===== config.mk =====
export PLATFORM = sky130hd
export DESIGN_NAME = leaf_result_collector
export DESIGN_NICKNAME = d
export VERILOG_FILES = /design/src/rtl/leaf_pkg.sv /design/src/rtl/leaf_result_collector_next_leaf_sel.sv /design/src/rtl/leaf_result_collector.sv
export SDC_FILE = /design/constraint.sdc
export NUM_CORES = 1
export LEC_CHECK = 0
export CAP_MARGIN = 5
export CORE_ASPECT_RATIO = 0.6
export CORE_UTILIZATION = 45
export DETAILED_ROUTE_END_ITERATION = 12
export PLACE_DENSITY = 0.64
export SYNTH_ARGS = -nofsm -noshare
export SYNTH_HDL_FRONTEND = slang
export SYNTH_SLANG_ARGS = --single-unit

===== constraint.sdc =====
create_clock -name clk -period 4.44 [get_ports clk]
set_input_delay 1.332 -clock clk [delete_from_list [all_inputs] [get_ports clk]]
set_output_delay 1.332 -clock clk [all_outputs]
set_load 0.02 [all_outputs]

===== src/rtl/leaf_pkg.sv =====
// Shared definitions for the leaf result collector.
//   RESULT_W / ADDR_W / SEQ_W : leaf result layout {addr, seq}
//   RES_*_MSB/LSB             : field slice positions inside a leaf result
//   state_t                   : collector FSM encoding
package leaf_pkg;
    localparam int ADDR_W       = 3;
    localparam int SEQ_W        = 32;
    localparam int RESULT_W     = ADDR_W + SEQ_W;
    localparam int RES_ADDR_MSB = 34;
    localparam int RES_ADDR_LSB = 32;
    localparam int RES_SEQ_MSB  = 31;
    localparam int RES_SEQ_LSB  = 0;

    typedef enum logic [1:0] {
        IDLE    = 2'd0,
        COLLECT = 2'd1,
        DRAIN   = 2'd2,
        DONE    = 2'd3
    } state_t;
endpackage


===== src/rtl/leaf_result_collector_next_leaf_sel.sv =====
// Combinational priority finder over the received-leaf mask.
//   mask      : received-leaf bitmap, bit 0 is never set
//   ptr       : last address sent (0 = nothing sent yet)
//   next_addr : lowest set mask bit strictly above ptr (0 when none)
//   found     : next_addr is valid
//   is_last   : no set mask bit above next_addr
module next_leaf_sel #(
    parameter int ADDR_W = leaf_pkg::ADDR_W
) (
    input  logic [(1<<ADDR_W)-1:0] mask,
    input  logic [ADDR_W-1:0]      ptr,
    output logic [ADDR_W-1:0]      next_addr,
    output logic                   found,
    output logic                   is_last
);
    localparam int N = 1 << ADDR_W;

    always_comb begin
        next_addr = '0;
        found     = 1'b0;
        // Descending scan so the lowest qualifying bit is the final winner.
        for (int i = N - 1; i >= 1; i--) begin
            if (mask[i] && (i > int'(ptr))) begin
                next_addr = ADDR_W'(i);
                found     = 1'b1;
            end
        end
        is_last = found;
        for (int j = 1; j < N; j++) begin
            if (mask[j] && (j > int'(next_addr))) is_last = 1'b0;
        end
    end
endmodule


===== src/rtl/leaf_result_collector.sv =====
// Captures PE-array leaf results once per address, then streams them out in
// ascending address order over valid/ready.
//   clk, reset       : clock, synchronous active-high reset
//   start            : begin a run (only honoured in IDLE)
//   expected_leaves  : distinct leaves to wait for, clamped to 2^ADDR_W-1
//   leaf_result      : {addr, seq}; zero means no result
//   out_valid/ready  : output handshake; out_addr/out_seq/out_last payload
//   done             : one-cycle end-of-run pulse
//   busy             : collecting or draining
//   timeout_err      : run ended by idle timeout (sticky until next start)
//   dup_count        : saturating count of repeats for stored addresses
module leaf_result_collector #(
    parameter int ADDR_W  = leaf_pkg::ADDR_W,
    parameter int SEQ_W   = leaf_pkg::SEQ_W,
    parameter int TIMEOUT = 1024,
    parameter int DUP_W   = 8
) (
    input  logic                    clk,
    input  logic                    reset,
    input  logic                    start,
    input  logic [ADDR_W:0]         expected_leaves,
    input  logic [ADDR_W+SEQ_W-1:0] leaf_result,
    output logic                    out_valid,
    input  logic                    out_ready,
    output logic [ADDR_W-1:0]       out_addr,
    output logic [SEQ_W-1:0]        out_seq,
    output logic                    out_last,
    output logic                    done,
    output logic                    busy,
    output logic                    timeout_err,
    output logic [DUP_W-1:0]        dup_count
);
    import leaf_pkg::*;

    localparam int NUM_LEAF = (1 << ADDR_W) - 1;
    localparam int IDLE_W   = $clog2(TIMEOUT) + 1;

    state_t                state, next_state;
    logic [NUM_LEAF:0]     rx_mask;
    logic [SEQ_W-1:0]      regfile [1:NUM_LEAF];
    logic [IDLE_W-1:0]     idle_cnt;
    logic [ADDR_W:0]       exp_reg, leaf_cnt, exp_clamp;

    logic [ADDR_W-1:0]     res_addr;
    logic [SEQ_W-1:0]      res_seq;
    logic                  complete, accept, dup, tmo, handshake;
    logic [ADDR_W-1:0]     sel_ptr, sel_addr;
    logic                  sel_found, sel_last;

    assign res_addr  = leaf_result[SEQ_W +: ADDR_W];
    assign res_seq   = leaf_result[SEQ_W-1:0];
    assign exp_clamp = (expected_leaves > (ADDR_W+1)'(NUM_LEAF)) ? (ADDR_W+1)'(NUM_LEAF)
                                                                 : expected_leaves;

    // leaf_cnt mirrors popcount(rx_mask) as a register.
    assign complete  = (state == COLLECT) && (leaf_cnt == exp_reg);
    assign dup       = (state == COLLECT) && (res_addr != '0) && rx_mask[res_addr];
    assign accept    = (state == COLLECT) && !complete && (res_addr != '0) && !rx_mask[res_addr];
    assign tmo       = (state == COLLECT) && !complete && !accept &&
                       (idle_cnt == IDLE_W'(TIMEOUT - 1));
    assign handshake = out_valid && out_ready;

    // Outside DRAIN the scan starts from address 0 so the first word is ready
    // to load on the transition edge; inside DRAIN the last sent address is out_addr.
    assign sel_ptr = (state == DRAIN) ? out_addr : '0;

    next_leaf_sel #(.ADDR_W(ADDR_W)) u_sel (
        .mask      (rx_mask),
        .ptr       (sel_ptr),
        .next_addr (sel_addr),
        .found     (sel_found),
        .is_last   (sel_last)
    );

    // State register
    always_ff @(posedge clk) begin
        if (reset) state <= IDLE;
        else       state <= next_state;
    end

    // Next-state logic
    always_comb begin
        next_state = state;
        case (state)
            IDLE:    if (start) next_state = (exp_clamp == '0) ? DONE : COLLECT;
            COLLECT: begin
                if (complete)  next_state = DRAIN;
                else if (tmo)  next_state = (rx_mask == '0) ? DONE : DRAIN;
            end
            DRAIN:   if (handshake && out_last) next_state = DONE;
            DONE:    next_state = IDLE;
            default: next_state = IDLE;
        endcase
    end

    // Combinational outputs
    always_comb begin
        busy = (state == COLLECT) || (state == DRAIN);
    end

    // Datapath and registered outputs
    always_ff @(posedge clk) begin
        if (reset) begin
            rx_mask     <= '0;
            idle_cnt    <= '0;
            dup_count   <= '0;
            exp_reg     <= '0;
            leaf_cnt    <= '0;
            timeout_err <= 1'b0;
            done        <= 1'b0;
            out_valid   <= 1'b0;
            out_addr    <= '0;
            out_seq     <= '0;
            out_last    <= 1'b0;
            for (int i = 1; i <= NUM_LEAF; i++) regfile[i] <= '0;
        end else begin
            done <= (state == DONE);

            if (state == IDLE && start) begin
                rx_mask     <= '0;
                idle_cnt    <= '0;
                dup_count   <= '0;
                leaf_cnt    <= '0;
                timeout_err <= 1'b0;
                exp_reg     <= exp_clamp;
            end

            if (accept) begin
                regfile[res_addr]  <= res_seq;
                rx_mask[res_addr]  <= 1'b1;
                leaf_cnt           <= leaf_cnt + (ADDR_W+1)'(1);
                idle_cnt           <= '0;
            end else if (state == COLLECT) begin
                idle_cnt <= idle_cnt + IDLE_W'(1);
            end

            if (dup && (dup_count != '1)) dup_count <= dup_count + DUP_W'(1);
            if (tmo) timeout_err <= 1'b1;

            // Load the first word on entry, the next one on each handshake.
            if ((state == COLLECT && next_state == DRAIN) ||
                (state == DRAIN && handshake && !out_last)) begin
                out_valid <= 1'b1;
                out_addr  <= sel_addr;
                out_seq   <= sel_found ? regfile[sel_addr] : '0;
                out_last  <= sel_last;
            end else if (state == DRAIN && handshake) begin
                out_valid <= 1'b0;
                out_addr  <= '0;
                out_seq   <= '0;
                out_last  <= 1'b0;
            end
        end
    end
endmodule

==> out/results.tsv, run 1 <==
stage	metric	value	unit
sta	setup TNS	0	ps
min_path	HP Class	register to register	
synth	Seq cells post-synth	300	
global_routing	first-pass GRT wire length	53.2	mm
sta	Final Hold Fails	0	
power_and_ir_drop	P_leak	5.76	nW
routing	DR vias	9230	
routing	Via density	5.67	
critical_path	WP data required	4870	ps
placed_design	placer congestion estimate	0.819	
sta	Worst-Margin Slew	738	ps
synth	Post-synth EDFFs	224	
global_routing	grt total ovfl	0	
final_layout	area grow syn2layout	17.9	%
cts	Root Buffer	clkbuf_16	
synth	average size of a mapped cell	12.4	µm²
critical_path	crit path DAT	4050	ps
sta	Tmin final	3620	ps
routing	final wirelength	34.8	mm
final_layout	Largest register FFs	224	
power_and_ir_drop	pwr dens	411	mW/mm²
floorplan	die area	0.0315	mm²
floorplan	die width	228	µm
critical_path	Startpoint Class	register	
final_layout	ANT cells	0	
critical_path	Setup Crit Path Kind	register to register	
placed_design	Final HPWL DP	21.6	mm
synth	most common cell in the synthesized netlist	and2_1	
sta	pins over their slew limit	0	
sta	Final setup viols	0	
sta	f_max	0.276	GHz
synth	count of cell types in the netlist	62	
run	Max-cap violations	0	
cts	post-cts gate resize count	0	
sta	final period utilization	0.816	
sta	final worst slack	818	ps
placed_design	PortBufs	90	
synth	Synth top area share	0.486	
floorplan	die height	138	µm
placed_design	pre-CTS setup slack	343	ps
final_layout	ratio of cells with drive above 1 in the final layout	0.168	
final_layout	multi-input logic area	0.00523	mm²
floorplan	Initial Util	0.459	
synth	Cells after Synth	1113	
synth	most frequent cells after synthesis	and2_1, edfxtp_1, nand2_1	
cts	Sink Count	300	
routing	DRC Markers	0	
power_and_ir_drop	Pwr Total	0.00670	W
routing	First DRT Iteration DRCs	854	
sta	skew final	12.4	ps
synth	Post-synth ARST share	0	
floorplan	Site Rows	49	
cts	CTS buffer count	29	
synth	Synth area leaders	edfxtp_1, dfxtp_1, and2_1	
routing	Pre-antenna DRT Iters	5	
cts	CTS H-tree depth	1	
cts	Clock Latency Late Sink	560	ps
cts	hold_buf cts	0	
cts	Max clock buf depth	3	
power_and_ir_drop	worst vdd ir	0.305	mV
final_layout	Filler cells	2538	
synth	Synth Flop Type	edfxtp_1	
global_routing	initial antenna violation count	0	
routing	DR WL/cell	21.4	µm
cts	Setup Buffers After CTS	0	
final_layout	Nets	1252	
routing	Detail Route Antenna Nets	0	
cts	clk slew on worst S/H paths	60	ps
global_routing	number of global-route vias before repair	8550	
outcome	status	finished, final reports clean	
synth	Syn. warnings	0	
floorplan	Core Footprint	0.0301	mm²
cts	CTS tree	built	
synth	register area share after synthesis	0.596	
floorplan	IO Pins	91	
final_layout	largest register by flop count	regfile	
final_layout	FF/Latch Area	0.00825	mm²
critical_path	crit path max fanout	43	
global_routing	largest net degree at the start of global routing	44	
synth	syn_nets	1165	
final_layout	Top Registers	regfile (224), out_seq (32), idle_cnt (11)	
critical_path	CP endpoint kind	register	
synth	largest area contributor in the netlist	edfxtp_1	
synth	Syn Std Cell Area	0.0138	mm²
sta	RSZ-0062 raised after global routing	no	
global_routing	GRT Total Usage	0.224	
sta	Max-slew headroom	0.508	
==> routing by layer <==
| layer | global-route usage | up-vias | wire length [µm] |
|---|---|---|---|
| met5 | 0 | - | 0 |
| met4 | 0.0391 | 0 | 544 |
| met3 | 0.0335 | 38 | 2570 |
| met2 | 0.319 | 359 | 14100 |
| met1 | 0.357 | 4556 | 17600 |
| li1 | - | 4277 | - |
==> where the power goes <==
| group | internal [W] | leakage [nW] | total [W] | switching (W) |
|---|---|---|---|---|
| Combinational | 0.000394 | 2.40 | 0.00107 | 0.000676 |
| Clock | 0.00137 | 0.436 | 0.00242 | 0.00105 |
| Sequential | 0.00315 | 2.93 | 0.00321 | 0.0000666 |
==> through the flow <==
| stage | hold WS [ps] | util | instances | instance area, µm² |
|---|---|---|---|---|
| floorplan | 446 | - | 1113 | 13800 |
| global placement | 452 | 0.512 | 1577 | 15400 |
| detailed placement | 454 | 0.512 | 1577 | 15400 |
| CTS | 473 | 0.541 | 1628 | 16300 |
| global route | 483 | 0.541 | 1628 | 16300 |
| finish | 468 | 0.541 | 1628 | 16300 |
==> area by class of cell <==
| type | instances | share of cell area |
|---|---|---|
| clock inverters | 14 | 0.00868 |
| flip-flops and latches | 300 | 0.506 |
| clock buffers | 37 | 0.0464 |
| well taps | 408 | 0.0313 |
| multi-input cells | 727 | 0.321 |
| inverters | 9 | 0.00207 |
| repair buffers | 133 | 0.0843 |
==> path summary, 6_finish.rpt <==
check                                              from                        to  slack (ps)  cells past startpoint
worst max-delay path                state[0]$_SDFF_PP0_  out_seq[25]$_SDFFE_PP0P_         820                     10
worst min-delay path            out_seq[0]$_SDFFE_PP0P_   out_seq[0]$_SDFFE_PP0P_         470                      1
worst max register to register      state[0]$_SDFF_PP0_  out_seq[25]$_SDFFE_PP0P_         820                     10
worst min register to register  out_seq[0]$_SDFFE_PP0P_   out_seq[0]$_SDFFE_PP0P_         470                      1
==> critical path, cell delays in order (launching register included) <==
cell and delay (ps):
dfxtp_1 360, inv_1 170, ha_1 440, and3_1 240, o221ai_1 190, a211oi_4 250
or2_4 580, buf_12 240, mux2_2 360, a221oi_1 500, o2bb2ai_2 80
==> cell families after synthesis <==
kind of cell,count (synthesis),share of synthesized area
adder cells (fa/ha/maj),9,0.00814
multiplexers,70,0.0585
flip-flops,300,0.596
AND/OR/NAND/NOR,434,0.175
AO/OA/AOI/OAI,210,0.129
XOR/XNOR,4,0.00253
buffers and inverters,86,0.0303
==> layout by cell type (no fill, tap or decap), drive strengths merged, types with 4 or more instances in the layout <==
cell	count
edfxtp	224
o21a	5
and3	11
nand2	88
clkinv	10
a21oi	27
nor2	39
clkdlybuf4s50	90
and2	229
nand2b	7
o2bb2ai	34
o211ai	65
nor3	12
clkbuf	37
buf	43
or2	10
o21ai	12
mux2	67
nand3	15
xor2	4
a21o	9
a221oi	32
nor3b	9
inv	10
ha	9
dfxtp	76
Power figures use the tool's default switching activity.
==> inputs of run 2 (changes only) <==
clock period = 3.7 ns   (was 4.44 ns; I/O delays follow)
==> run 2 against run 1 <==
  * Cell count is 1.8% higher
  * Sequential share of layout area is 1.1 points lower
  * Wire length is 0.31% higher
  * Flip-flop and latch count stayed put
  * Clock power is 26% higher
  * Register-to-register slack worse by 500 ps
  * Power is 23% higher
  * Via count hardly changed
  * Clock-buffer cell count is 2 lower
  * Fmax is 7.1% higher
  * Cell area is 2.3% higher
  * Clock skew is 6.9 ps higher
==> out/results.tsv, run 2 (synthesis gave the netlist of run 1 again) <==
stage	metric	value	unit	change
placed_design	PortBufs	90		unchanged
critical_path	number of buffer and inverter stages on the critical path	3		+1
critical_path	Worst R2R Path Depth	11		+1
global_routing	grt total ovfl	0		unchanged
floorplan	IO Pins	91		unchanged
global_routing	GRT Total Usage	0.226		+0.00236
final_layout	Largest register FFs	224		unchanged
power_and_ir_drop	Pwr Total	0.00828	W	+23%
placed_design	placer congestion estimate	0.816		-0.29%
final_layout	Filler cells	2537		-0.039%
global_routing	number of global-route vias before repair	9063		+6.0%
cts	CTS H-tree depth	1		unchanged
cts	CTS buffer count	29		unchanged
power_and_ir_drop	sw frac	0.268		+0.00106
cts	post-cts gate resize count	0		unchanged
global_routing	largest net degree at the start of global routing	39		-11%
final_layout	multi-input logic area	0.00523	mm²	unchanged
cts	Root Buffer	clkbuf_16		
power_and_ir_drop	power share of the clock group	0.370		+0.009
sta	Worst-Margin Slew	653	ps	-85.4 ps
critical_path	crit path cell chain	inv_1 > ha_1 > a21bo_1 > and3_1 > nor3_2 > or2_4 > buf_4 > buf_4 > o211ai_1 > a221oi_1 > o2bb2ai_2		
cts	Clock Latency Late Sink	570	ps	about the same
global_routing	initial antenna violation count	0		unchanged
routing	Detail Route Antenna Nets	0		unchanged
sta	skew final	19.2	ps	+6.88 ps
power_and_ir_drop	NetSw	0.00222	W	+24%
final_layout	area grow syn2layout	20.5	%	
final_layout	Util after Layout	0.554		+0.0124
sta	pins over their slew limit	0		unchanged
floorplan	Site Rows	49		unchanged
final_layout	Top Registers	regfile (224), out_seq (32), idle_cnt (11)		
routing	DRC Markers	0		unchanged
cts	Setup Buffers After CTS	0		unchanged
min_path	WHS Path Cells	1		unchanged
critical_path	Top Family by Delay on Critical Path	compound AO/OA/AOI/OAI gates		
routing	Pre-antenna DRT Iters	5		unchanged
routing	Via density	5.57		-1.7%
final_layout	largest register by flop count	regfile		
floorplan	die width	228	µm	unchanged
final_layout	commonest non-fill, non-tap cells in the layout	and2_1, edfxtp_1, clkdlybuf4s50_1		
routing	First DRT Iteration DRCs	774		-9.4%
cts	hold_buf cts	0		unchanged
critical_path	WP data required	4140	ps	-730 ps
critical_path	CP endpoint kind	register		
critical_path	crit path DAT	3830	ps	-220 ps
power_and_ir_drop	Gate power share	0.165		+0.005
critical_path	Slowest-stage cell, CP	a221oi_1		
routing	final wirelength	34.9	mm	+0.31%
cts	Max clock buf depth	3		unchanged
global_routing	first-pass GRT wire length	54.3	mm	+2.1%
sta	Final setup viols	0		unchanged
power_and_ir_drop	Seq pwr share	0.466		-0.014
final_layout	most common cell after layout, fill and taps aside	and2_1		
routing	DR vias	9235		+0.054%
routing	DR WL/cell	21.1	µm	-1.4%
sta	Max-slew headroom	0.563		+0.0553
floorplan	Initial Util	0.459		unchanged
cts	CTS tree	built		
sta	final period utilization	0.914		+0.0984
floorplan	die area	0.0315	mm²	unchanged
floorplan	Core Footprint	0.0301	mm²	unchanged
sta	f_max	0.296	GHz	+7.1%
min_path	HP Class	register to register		
floorplan	die height	138	µm	unchanged
critical_path	Startpoint Class	register		
final_layout	FF/Latch Area	0.00825	mm²	unchanged
sta	Final Hold Fails	0		unchanged
outcome	status	finished, final reports clean		
final_layout	ratio of cells with drive above 1 in the final layout	0.194		+0.0257
critical_path	crit path max fanout	18		-58%
run	Max-cap violations	0		unchanged
final_layout	Nets	1278		+2.1%
critical_path	Largest stage delay, worst path	520	ps	-60 ps
power_and_ir_drop	P_leak	5.96	nW	+3.5%
cts	clk slew on worst S/H paths	60	ps	about the same
sta	RSZ-0062 raised after global routing	no		
placed_design	Final HPWL DP	22.5	mm	+4.0%
power_and_ir_drop	worst vdd ir	0.382	mV	+25%
final_layout	ANT cells	0		unchanged
critical_path	critical path depth	11		+1
sta	Tmin final	3380	ps	-240 ps
power_and_ir_drop	cell-internal power	0.00605	W	+23%
critical_path	most used cell, CP	buf_4		
critical_path	Setup Crit Path Kind	register to register		
cts	Sink Count	300		unchanged
power_and_ir_drop	pwr dens	496	mW/mm²	+21%
[run 2: cell count changes in the layout (fill, tap and decap cells not counted), sizes merged]
cell	delta
clkbuf	-2
clkinvlp	+2
clkinv	+2
buf	+26
bufinv	+1
[run 2: path summary, 6_finish.rpt]
kind	from	to	slack [ps]
setup / recovery	state[0]$_SDFF_PP0_	out_seq[20]$_SDFFE_PP0P_	320
hold / removal	out_seq[8]$_SDFFE_PP0P_	out_seq[8]$_SDFFE_PP0P_	470
setup reg to reg	state[0]$_SDFF_PP0_	out_seq[20]$_SDFFE_PP0P_	320
hold reg to reg	out_seq[8]$_SDFFE_PP0P_	out_seq[8]$_SDFFE_PP0P_	470
[run 2: power by group through the flow]
stage / combinational [W] / sequential (W) / clock, W
floorplan: 0.000827 / 0.00391 / 0
global placement: 0.00134 / 0.00392 / 0
detailed placement: 0.00135 / 0.00393 / 0
CTS: 0.00136 / 0.00385 / 0.00310
global route: 0.00147 / 0.00387 / 0.00322
finish: 0.00136 / 0.00385 / 0.00306
[run 2: area by class of cell]
cell class              count  area share
clock buffers              35      0.0455
well taps                 408      0.0306
inverters                   9     0.00203
repair buffers            159       0.101
flip-flops and latches    300       0.495
clock inverters            19      0.0122
multi-input cells         727       0.314
[run 2: metrics by stage]
step	setup TNS, ps	hold WS (ps)	cells	worst slack [ps]	instance area (µm²)
6_report	0	471	1657	317	16700
5_1_grt	0	480	1657	137	16700
4_1_cts	0	475	1657	337	16700
3_5_place_dp	-31510	459	1603	-180	15700
3_3_place_gp	-8890	452	1603	-100	15700
2_1_floorplan	0	446	1113	77.7	13800
[run 2: routing by layer]
metal	vias to the layer above	wire length, µm	global-route usage
met5	-	0	0
met4	0	480	0.0384
met3	48	2130	0.0366
met2	312	14400	0.333
met1	4551	18000	0.351
li1	4324	-	-
==> inputs of run 3 (changes only) <==
GPL_ROUTABILITY_DRIVEN = 0   (was default)
PLACE_DENSITY = 0.67   (was 0.64)
clock period = 2.8 ns   (was 3.7 ns; I/O delays follow)
==> run 3 against run 2 <==
  * Cell area is 4.8% higher
  * Flip-flop and latch count is the same
  * Global-route usage up 0.67 points
  * Combinational power rose by 59%
  * Worst setup slack got worse by 250 ps
  * Cell count up 2.5%
  * Fmax is 24% higher
  * Clock power grew 40%
  * Clock skew is 2.7 ps lower
  * Non-clock buffer count is 42 higher
  * Power rose by 39%
  * Largest cell class unchanged
==> out/results.tsv, run 3 (synthesis gave the netlist of run 1 again) <==
stage	metric	value	unit	change
outcome	status	finished, final reports clean		
routing	DR vias	9583		+3.8%
sta	Final Hold Slack	469	ps	-2.31 ps
final_layout	Largest register FFs	224		unchanged
final_layout	ratio of cells with drive above 1 in the final layout	0.243		+0.0497
power_and_ir_drop	cell-internal power	0.00852	W	+41%
critical_path	Startpoint Class	register		
critical_path	reg2reg setup slack	70	ps	-250 ps
global_routing	number of global-route vias before repair	9259		+2.2%
cts	CTS H-tree depth	1		unchanged
power_and_ir_drop	power share of the clock group	0.371		about the same
global_routing	grt total ovfl	0		unchanged
routing	Pre-antenna DRT Iters	5		unchanged
final_layout	ANT cells	0		unchanged
routing	Detail Route Antenna Nets	0		unchanged
min_path	HP Class	register to register		
cts	Clock Latency Late Sink	560	ps	about the same
critical_path	Worst R2R Path Depth	12		+1
cts	hold_buf cts	0		unchanged
placed_design	Final HPWL DP	23.2	mm	+3.0%
critical_path	crit path max fanout	11		-7
global_routing	initial antenna violation count	0		unchanged
floorplan	Site Rows	49		unchanged
global_routing	largest net degree at the start of global routing	65		+67%
power_and_ir_drop	pwr dens	660	mW/mm²	+33%
cts	Max clock buf depth	3		unchanged
global_routing	met1 Usage GRT	0.354		+0.00250
placed_design	pre-CTS setup slack	-739	ps	-559 ps
sta	Tmin final	2730	ps	-649 ps
cts	Root Buffer	clkbuf_16		
global_routing	GRT met2 Usage	0.340		+0.00762
min_path	WHS Path Cells	1		unchanged
final_layout	most common cell after layout, fill and taps aside	and2_1		
final_layout	commonest non-fill, non-tap cells in the layout	and2_1, edfxtp_1, nand2_1		
final_layout	Nets	1320		+3.3%
placed_design	Placed Area	0.0160	mm²	+2.1%
critical_path	crit path DAT	3180	ps	-650 ps
routing	Via density	5.64		+1.3%
floorplan	die height	138	µm	unchanged
global_routing	GRT busiest layer	met1		
final_layout	largest register by flop count	regfile		
final_layout	non-filler instance count after layout	1698		+2.5%
routing	DRC Markers	0		unchanged
power_and_ir_drop	NetSw	0.00301	W	+35%
power_and_ir_drop	sw frac	0.261		-0.00745
power_and_ir_drop	Gate power share	0.188		+0.023
power_and_ir_drop	P_leak	6.35	nW	+6.5%
routing	final wirelength	36.9	mm	+5.6%
floorplan	die area	0.0315	mm²	unchanged
final_layout	Post-Layout Inst Area	0.0175	mm²	+4.8%
critical_path	Slowest-stage cell, CP	mux2_2		
floorplan	Initial Util	0.459		unchanged
sta	Final Hold Fails	0		unchanged
cts	CTS tree	built		
critical_path	Largest stage delay, worst path	350	ps	-170 ps
critical_path	CP endpoint kind	register		
global_routing	first-pass GRT wire length	55.7	mm	+2.6%
floorplan	die width	228	µm	unchanged
sta	Worst-Margin Slew	634	ps	-18.6 ps
final_layout	Top Registers	regfile (224), out_seq (32), idle_cnt (11)		
sta	pins over their slew limit	0		unchanged
sta	skew final	16.5	ps	-2.74 ps
power_and_ir_drop	Seq pwr share	0.442		-0.024
final_layout	area grow syn2layout	26.3	%	
routing	First DRT Iteration DRCs	915		+18%
critical_path	Setup Crit Path Kind	register to register		
floorplan	Core Footprint	0.0301	mm²	unchanged
critical_path	WP data required	3250	ps	-890 ps
cts	Sink Count	300		unchanged
sta	Max-slew headroom	0.576		+0.0124
power_and_ir_drop	worst vdd ir	0.416	mV	+8.9%
cts	CTS buffer count	28		-3.4%
placed_design	PortBufs	90		unchanged
floorplan	IO Pins	91		unchanged
global_routing	GR Util met3	0.0474		+0.0108
cts	clk slew on worst S/H paths	70	ps	about the same
sta	final worst slack	66.1	ps	-251 ps
sta	RSZ-0062 raised after global routing	yes		
sta	Final setup viols	0		unchanged
sta	final period utilization	0.976		+0.0622
final_layout	Filler cells	2395		-5.6%
critical_path	crit path cell chain	inv_1 > ha_4 > a21bo_1 > and3_2 > a211oi_4 > or2_4 > buf_6 > buf_12 > mux2_2 > a221oi_2 > buf_4 > o2bb2ai_2		
global_routing	GRT Total Usage	0.233		+0.00668
sta	f_max	0.366	GHz	+24%
routing	DR WL/cell	21.7	µm	+3.0%
run	Max-cap violations	0		unchanged
placed_design	Placed Cells	1631		+1.7%
run 3: changes by cell type in the layout (fill, tap and decap cells not counted), sizes merged:
cell           previous run  this run
buf                      69       109
clkinv                   12         4
clkbuf                   35        42
clkdlybuf4s50            90        86
dlygate4sd2               0         3
bufinv                    4         6
clkinvlp                  2         1
dlymetal6s2s              0         1
or2                      10        11
run 3: what timing repair did:
item | CTS | global route
setup endpoints to repair | 209 | 33
pin swaps | 2 | 16
gates resized for setup | 12 | 34
setup buffers | 5 | 6
gates cloned | 1 | 3
run 3: final timing paths:
kind,from,to
worst max-delay path,state[0]$_SDFF_PP0_,out_seq[24]$_SDFFE_PP0P_
worst min-delay path,out_seq[31]$_SDFFE_PP0P_,out_seq[31]$_SDFFE_PP0P_
worst max register to register,state[0]$_SDFF_PP0_,out_seq[24]$_SDFFE_PP0P_
worst min register to register,out_seq[31]$_SDFFE_PP0P_,out_seq[31]$_SDFFE_PP0P_
run 3: routing by layer:
layer | up-vias | part of all wire
li1 | 4414 | -
met1 | 4720 | 0.48
met2 | 398 | 0.42
met3 | 51 | 0.084
met4 | 0 | 0.019
met5 | - | 0
run 3: cell type report:
class	instances	area, µm²	share of cell area
Sequential cell	300	8250	0.472
Inverter	9	33.8	0.00193
Clock inverter	12	215	0.0123
Timing Repair Buffer	201	2130	0.122
Multi-Input combinational cell	728	5520	0.316
Tap cell	408	510	0.0292
Clock buffer	40	818	0.0468
run 3: critical path, delay by kind of cell, from the launching register on:
family,cells,cell delay [ps]
flops,1,330
buf+inv,4,510
compound gates,4,740
mux,1,350
simple gates,2,500
fa+ha+maj,1,190
run 3: stage by stage:
step / utilization / total power [W] / setup TNS, ps
floorplan: - / 0.00628 / -36970
global placement: 0.533 / 0.00708 / -271510
detailed placement: 0.533 / 0.00711 / -274360
CTS: 0.570 / 0.0114 / -9.75
global route: 0.580 / 0.0119 / -92.0
finish: 0.580 / 0.0115 / 0
run 3: power by group through the flow:
stage	clock network [W]	logic (W)	registers [W]
finish	0.00427	0.00216	0.00509
global route	0.00449	0.00232	0.00511
CTS	0.00432	0.00199	0.00508
detailed placement	0	0.00194	0.00517
global placement	0	0.00191	0.00517
floorplan	0	0.00112	0.00517
